==> src/rtl/mod241_chunk_if.sv <==
// mod241_chunk_if: chunk-in / residue-out handshake bundle; out_zero exists only with MOD241_ZERO_FLAG_EN
interface mod241_chunk_if;
  logic       in_valid;
  logic       in_ready;
  logic [5:0] in_chunk;
  logic       in_last;
  logic       out_valid;
  logic       out_ready;
  logic [7:0] out_residue;
  logic       out_err;
`ifdef MOD241_ZERO_FLAG_EN
  logic       out_zero;
  modport master (output in_valid, in_chunk, in_last, out_ready,
                  input  in_ready, out_valid, out_residue, out_err, out_zero);
  modport slave  (input  in_valid, in_chunk, in_last, out_ready,
                  output in_ready, out_valid, out_residue, out_err, out_zero);
`else
  modport master (output in_valid, in_chunk, in_last, out_ready,
                  input  in_ready, out_valid, out_residue, out_err);
  modport slave  (input  in_valid, in_chunk, in_last, out_ready,
                  output in_ready, out_valid, out_residue, out_err);
`endif
endinterface

==> src/rtl/mod241_serial_reducer.sv <==
// mod241_serial_reducer: Horner reduction of an MSB-first 6-bit chunk stream modulo 241.
// Optional MOD241_ZERO_FLAG_EN adds a registered residue==0 flag (out_zero).
module mod241_serial_reducer #(
  parameter int NUM_CHUNKS = 84
) (
  input  logic          clk,
  input  logic          rst,
  mod241_chunk_if.slave bus
);
  typedef enum logic [1:0] {IDLE, ACCUM, DONE} state_e;
  state_e      state_q, state_d;
  logic [7:0]  acc_q, acc_d;
  logic [9:0]  cnt_q, cnt_d;
  logic        err_q, err_d;
  logic [13:0] wide;
  logic [10:0] fold1;
  logic [8:0]  fold2;
  logic [7:0]  acc_red;
  logic [9:0]  cnt_inc;
  logic        accept, full;
`ifdef MOD241_ZERO_FLAG_EN
  logic        zero_q, zero_d;
`endif
  // 256 == 15 (mod 241): two folds bring 15423 down below 2*241, then one conditional subtract
  assign wide    = {acc_q, 6'b0} + 14'(bus.in_chunk);
  assign fold1   = 11'(wide[13:8]) * 11'd15 + 11'(wide[7:0]);
  assign fold2   = 9'(fold1[10:8]) * 9'd15 + 9'(fold1[7:0]);
  assign acc_red = fold2 >= 9'd241 ? 8'(fold2 - 9'd241) : fold2[7:0];
  assign cnt_inc = cnt_q + 10'd1;
  assign full    = cnt_inc == 10'(NUM_CHUNKS);
  assign accept  = bus.in_valid & bus.in_ready;
  always_comb begin
    state_d = state_q;
    acc_d   = acc_q;
    cnt_d   = cnt_q;
    err_d   = err_q;
`ifdef MOD241_ZERO_FLAG_EN
    zero_d  = zero_q;
`endif
    if (state_q == DONE) begin
      if (bus.out_ready) begin
        state_d = IDLE;
        acc_d   = '0;
        cnt_d   = '0;
        err_d   = 1'b0;
`ifdef MOD241_ZERO_FLAG_EN
        zero_d  = 1'b0;
`endif
      end
    end else if (accept) begin
      acc_d   = acc_red;
      cnt_d   = cnt_inc;
      err_d   = bus.in_last ^ full;
      state_d = (bus.in_last | full) ? DONE : ACCUM;
`ifdef MOD241_ZERO_FLAG_EN
      zero_d  = (bus.in_last | full) & (acc_red == 8'd0);
`endif
    end
  end
  always_ff @(posedge clk or posedge rst) begin
    if (rst) begin
      state_q <= IDLE;
      acc_q   <= '0;
      cnt_q   <= '0;
      err_q   <= 1'b0;
`ifdef MOD241_ZERO_FLAG_EN
      zero_q  <= 1'b0;
`endif
    end else begin
      state_q <= state_d;
      acc_q   <= acc_d;
      cnt_q   <= cnt_d;
      err_q   <= err_d;
`ifdef MOD241_ZERO_FLAG_EN
      zero_q  <= zero_d;
`endif
    end
  end
  assign bus.in_ready    = state_q != DONE;
  assign bus.out_valid   = state_q == DONE;
  assign bus.out_residue = acc_q;
  assign bus.out_err     = err_q;
`ifdef MOD241_ZERO_FLAG_EN
  assign bus.out_zero    = zero_q;
`endif
endmodule

==> src/flat_wrapper.sv <==
// flat-port wrapper written by rule: the top's interface ports become plain ports
module mod241_serial_reducer_flat 
#(
  parameter int NUM_CHUNKS = 84
)
  (clk, rst, bus_in_valid, bus_in_chunk, bus_in_last, bus_out_ready, bus_in_ready, bus_out_valid, bus_out_residue, bus_out_err);
  mod241_chunk_if bus_i ();
  input  logic clk;
  input  logic rst;
  input wire logic [$bits(bus_i.in_valid)-1:0] bus_in_valid;
  input wire logic [$bits(bus_i.in_chunk)-1:0] bus_in_chunk;
  input wire logic [$bits(bus_i.in_last)-1:0] bus_in_last;
  input wire logic [$bits(bus_i.out_ready)-1:0] bus_out_ready;
  output wire logic [$bits(bus_i.in_ready)-1:0] bus_in_ready;
  output wire logic [$bits(bus_i.out_valid)-1:0] bus_out_valid;
  output wire logic [$bits(bus_i.out_residue)-1:0] bus_out_residue;
  output wire logic [$bits(bus_i.out_err)-1:0] bus_out_err;
  assign bus_i.in_valid = bus_in_valid;
  assign bus_i.in_chunk = bus_in_chunk;
  assign bus_i.in_last = bus_in_last;
  assign bus_i.out_ready = bus_out_ready;
  assign bus_in_ready = bus_i.in_ready;
  assign bus_out_valid = bus_i.out_valid;
  assign bus_out_residue = bus_i.out_residue;
  assign bus_out_err = bus_i.out_err;
  mod241_serial_reducer #(.NUM_CHUNKS(NUM_CHUNKS)) u_core (.clk(clk), .rst(rst), .bus(bus_i));
endmodule
==> config.mk <==
export PLATFORM = sky130hd
export DESIGN_NAME = mod241_serial_reducer_flat
export DESIGN_NICKNAME = d
export VERILOG_FILES = /design/src/rtl/mod241_chunk_if.sv /design/src/rtl/mod241_serial_reducer.sv /design/src/flat_wrapper.sv
export SDC_FILE = /design/constraint.sdc
export NUM_CORES = 1
export LEC_CHECK = 0
export BUFFER_PORTS_ARGS = -buffer_cell sky130_fd_sc_hd__buf_2
export CAP_MARGIN = 30
export CORE_MARGIN = 2
export CORE_UTILIZATION = 50
export CTS_BUF_LIST = sky130_fd_sc_hd__clkbuf_2
export CTS_CLUSTER_DIAMETER = 150
export CTS_CLUSTER_SIZE = 30
export DETAILED_ROUTE_END_ITERATION = 7
export MAX_ROUTING_LAYER = met4
export PLACE_DENSITY_LB_ADDON = 0.2
export SLEW_MARGIN = 20
export SYNTH_ARGS = -nofsm -noshare
export SYNTH_HDL_FRONTEND = slang
export SYNTH_SLANG_ARGS = --single-unit
export TNS_END_PERCENT = 1
==> constraint.sdc <==
create_clock -name clk -period 14.6 [get_ports clk]
set_input_delay 2.92 -clock clk [delete_from_list [all_inputs] [get_ports clk]]
set_output_delay 2.92 -clock clk [all_outputs]
set_load 0.1 [all_outputs]
# ---- After elaboration in Yosys (flattened, before gate mapping)
# Index checks and enable logic that the tools add are counted.
dict set report totals {
  regBits 21
  out_inout_bits 11
  word_cells 35
}
dict set report op_classes {
  addsub 5
  mul 2
  order_cmp 1
  n_eq_ne 4
  muxes 14
  bitwise 3
  reduce_logical 2
}
# op n
set ops {}
lappend ops {{two-way mux 8 bit} 4}
lappend ops {{two-way mux 10 bit} 3}
lappend ops {{adder 14 x 6 -> 14 bit} 1}
lappend ops {{adder 10 x 8 -> 11 bit} 1}
lappend ops {{adder 10 x 1 -> 10 bit (second input constant)} 1}
lappend ops {{equality test 10 x 7 -> 1 bit (second input constant)} 1}
lappend ops {{multiplier 6 x 4 -> 10 bit (second input constant)} 1}
lappend ops {{adder 7 x 8 -> 9 bit} 1}
lappend ops {{>= comparator 9 x 8 -> 1 bit (second input constant)} 1}
lappend ops {{two-way mux 2 bit} 4}
lappend ops {{subtractor 8 bit (second input constant)} 1}
lappend ops {{multiplier 3 x 4 -> 7 bit (second input constant)} 1}
lappend ops {{!= test 2 bit (second input constant)} 2}
lappend ops {{two-way mux 1 bit} 3}
lappend ops {{equality test 2 bit (second input constant)} 1}
lappend ops {{AND reduction 2 bit} 1}
lappend ops {{nonzero test 2 bit} 1}
lappend ops {{bitwise AND 1 bit} 1}
lappend ops {{bitwise OR 1 bit} 1}
lappend ops {{XOR 1 bit} 1}

# ---- Longest topological paths before layout
dict set report depth {
  depth_word 9
  mapped_depth 27
  ltp_nobuf 26
}

# ---- Worst setup path after synthesis
# Ideal clock, no wire load.
dict set report synth_path {
  kind {input to register}
  from {input bus_in_chunk[2]}
  to {register u_core.acc_q[3] (netlist: u_core.bus.out_residue[3])}
  setup_time_ps 123
  arrival_time_ps 8343
  slack_ps 6134
  cell_stages 23
  path_buffers 1
  cell_sequence {inv_1 > fa_1 > inv_1 > ha_1 > a21o_1 > a21oi_1 > o21bai_1 > a21oi_1 > o21ai_0 > nand3_1 > nand2_1 > fa_1 > inv_1 > fa_1 > inv_1 > ha_1 > a211o_1 > a211o_1 > a221o_1 > o41a_1 > buf_6 > or3_1 > a32o_1}
}
dict set report synth_between {
  elab_chain_len 9
}
# item line_no
set synth_rtl {}
lappend synth_rtl {{from (decl)} flat_wrapper.sv:11} ;# input wire logic [$bits(bus_i.in_chunk)-1:0] bus_in_chunk;
lappend synth_rtl {{adder 14 x 6 -> 14 bit *} mod241_serial_reducer.sv:25} ;# assign wide = {acc_q, 6'b0} + 14'(bus.in_chunk);
lappend synth_rtl {{multiplier 6 x 4 -> 10 bit} mod241_serial_reducer.sv:26} ;# assign fold1 = 11'(wide[13:8]) * 11'd15 + 11'(wide[7:0]);
lappend synth_rtl {{adder 10 x 8 -> 11 bit *} mod241_serial_reducer.sv:26}
lappend synth_rtl {{multiplier 3 x 4 -> 7 bit} mod241_serial_reducer.sv:27} ;# assign fold2 = 9'(fold1[10:8]) * 9'd15 + 9'(fold1[7:0]);
lappend synth_rtl {{adder 7 x 8 -> 9 bit *} mod241_serial_reducer.sv:27}
lappend synth_rtl {{subtractor 8 bit / >= comparator 9 x 8 -> 1 bit (equally long branches)} mod241_serial_reducer.sv:28} ;# assign acc_red = fold2 >= 9'd241 ? 8'(fold2 - 9'd241) : fold2[7:0];
lappend synth_rtl {{two-way mux 8 bit *} mod241_serial_reducer.sv:28}
lappend synth_rtl {{two-way mux 8 bit *} mod241_serial_reducer.sv:50} ;# end else if (accept) begin
lappend synth_rtl {{two-way mux 8 bit *} mod241_serial_reducer.sv:40} ;# if (state_q == DONE) begin
lappend synth_rtl {{to (signal assigned)} mod241_serial_reducer.sv:63} ;# acc_q <= '0;
lappend synth_rtl {{to (signal assigned)} mod241_serial_reducer.sv:71} ;# acc_q <= acc_d;
lappend synth_rtl {{to (decl)} mod241_serial_reducer.sv:12} ;# logic [7:0] acc_q, acc_d;
# Every way passes the cells marked *; elsewhere a longest branch is shown, timed or not. The select of a mux whose other input is x is not followed.
# A chain may end at the register's enable or synchronous reset.

# ---- Final worst setup path
# Same ends and word-level chain as after synthesis.

==> flow_summary.yaml <==
outcome:
  status: "complete, no violations"
setup_path:
  path_max_fanout: 9
  max_stage_delay_ns: 0.61
  start_kind: "input port"
  cp_slowest_cell: "fa_1"
  cp.arrival_ns: 8.75
  cpMostUsedCell: "inv_1"
  path_class: "input port to flop"
  crit_buf_inv: 5
  path_cells: "buf_2, inv_1, fa_1, inv_1, ha_1, a21o_1, a21oi_1, o21bai_1, a21oi_1, o21ai_0, nand3_1, nand2_1, fa_1, inv_1, fa_1, inv_1, ha_1, a211o_1, a211o_1, a221o_1, o41a_1, or3_1, a32o_1"
  cp_top_family: "compound AO/OA/AOI/OAI gates"
  worstSetupEndpointType: "flop"
  cp.required_ns: 14.86
clock_tree:
  cts_max_path_buffers: 2
  cts_tree: "built"
  insertion_delay_ns: 0.34
  h-tree-depth: 1
  cts_sinks: 21
  path_clk_slew_ns: 0.21
  cts_resized: 0
  cts_made_buffers: 3
  cts_root_buffer: "clkbuf_2"
  cts_setup_buffers: 0
  postCtsHoldBufs: 0
placement:
  gp_congestion: 0.770
  port_buffers: 21
  dpl.hpwl_um: 3940
synth:
  yosys.cell_types.count: 45
  synth-edff-count: 0
  async_flop_share_pct: 100
  syn-cell-area_um2: 2520
  synth_top_area_share_pct: 20.9
  synthTopCellsByArea: "dfrtp_1 (21%), ha_1 (18%), fa_1 (15%), inv_1 (7.3%), o21ai_0 (5.0%)"
  seq_area_frac_synth_pct: 20.9
  syn_nets: 355
  synth_area_leader_cell: "dfrtp_1"
  avgSynthCellArea_um2: 8.72
  ys.flop_type: "dfrtp_1"
  yosys_warnings: 0
  syn_inst: 289
  synth_seq_cells: 21
hold_path:
  hp-class: "flop to flop"
die:
  num_rows: 25
  start_util_pct: 52.6
  core_um2: 4790
  ioPinCount: 22
  die_area_um2: 5620
  die_h_um: 75.0
  fp.dieW_um: 75.0
cells_and_area:
  multi_input_area_um2: 1780
  layout.nets: 375
  regArea_um2: 526
  final_cell_mix: "inv_1 (49), ha_1 (36), o21ai_0 (25)"
  drive_gt1_share_pct: 10.4
  area_growth_pct: 7.25
  diodes: 0
  final_common_cell: "inv_1"
  fillers: 461
grt:
  grt_pass1_wl_um: 8410
  grt_pass1_vias: 1922
  grt_start_max_net_pins: 22
  grt_overflow: 0
  grt_util_met3_pct: 2.95
  grt_util_all_layers_pct: 19.8
  use_met1_pct: 26.4
  grtUsageMet2_pct: 33.1
  busiest_layer: "met2"
  antenna_found_initial: 0
route:
  dr.pass1.iters: 4
  vias: 1987
  avgRoutedWirePerCell_um: 13.2
  wl_um: 4950
  antenna_left: 0
  routed_via_density: 5.30
  drcViolationCount: 0
  drt_first_iter_violations: 71
sta:
  skew_ns: 0.0159
  period_minus_slack_ns: 8.49
  fmax_ghz: 0.118
  tightest_slew_ns: 0.790
  slew_headroom_pct: 47.3
  rsz0062_at_grt: "false"
  fin_crit_sh_pct: 58.2
  hold_slack_ns: 0.509
  tns_ns: 0
  hold_violations: 0
  finalSetupViolCount: 0
  final_max_slew_viol_count: 0
job:
  drv_cap: 0
==> metrics by stage <==
step | utilization [%] | std cells | area (um2) | worst slack [ns]
CTS | 56.4 | 375 | 2700 | 6.10
floorplan | - | 289 | 2520 | 6.13
finish | 56.4 | 375 | 2700 | 6.11
global placement | 56.0 | 371 | 2680 | 5.82
detailed placement | 56.0 | 371 | 2680 | 5.70
global route | 56.4 | 375 | 2700 | 5.72
==> synth_stat cells, types with 6 or more instances <==
cell	instances
ha_1	36
clkbuf_1	6
xnor2_1	7
o21ai_0	25
a21oi_1	12
inv_1	49
fa_1	19
dfrtp_1	21
nand2_1	18
nor2_1	14
nand3_1	11
==> final timing paths <==
kind,start,slack [ns],cells after the start,end
max,bus_in_chunk[2],6.11,23,u_core.bus.out_residue[3]
min,u_core.state_q[1],0.51,2,u_core.state_q[1]
max reg2reg,u_core.bus.out_residue[5],7.29,24,u_core.bus.out_residue[3]
min reg2reg,u_core.state_q[1],0.51,2,u_core.state_q[1]
max in group asynchronous,rst,11.42,2,u_core.cnt_q[6]
min in group asynchronous,rst,2.68,2,u_core.state_q[1]
==> layer usage <==
metal	wire length [um]	vias to the layer above
met5	0	-
met2	2370	29
met1	2450	931
li1	-	1021
met4	21	0
met3	107	6
==> area by class of cell <==
class,instances,area share (%)
Multi-Input combinational cell,212,65.7
Sequential cell,21,19.5
Inverter,49,6.81
Timing Repair Buffer,22,4.17
Tap cell,67,3.10
Clock buffer,3,0.556
Clock inverter,1,0.185
==> tightest hold or removal path, cell delays in order, from the launching register on <==
cell and delay (ns):
dfrtp_1 0.39, nand2_1 0.05, o21ai_0 0.06
==> cell families (layout without fill, tap and decap cells) <==
logic type	after synthesis	count (layout)	share of synthesized area, %
buf+inv	56	75	8.64
mux	2	2	0.795
simple gates	77	77	15.7
fa+ha+maj	55	55	33.0
compound gates	68	68	17.5
xor+xnor	10	10	3.48
flops	21	21	20.9
==> state kept, by name (all words and copies together) (netlist names) <==
name / cells
u_core.cnt_q: 10
u_core.bus.out_residue: 8
u_core.bus.out_err: 1
u_core.state_q: 2
Power is not shown: default switching activity piles up to over one toggle a cycle in this logic, so the estimate is an artifact.
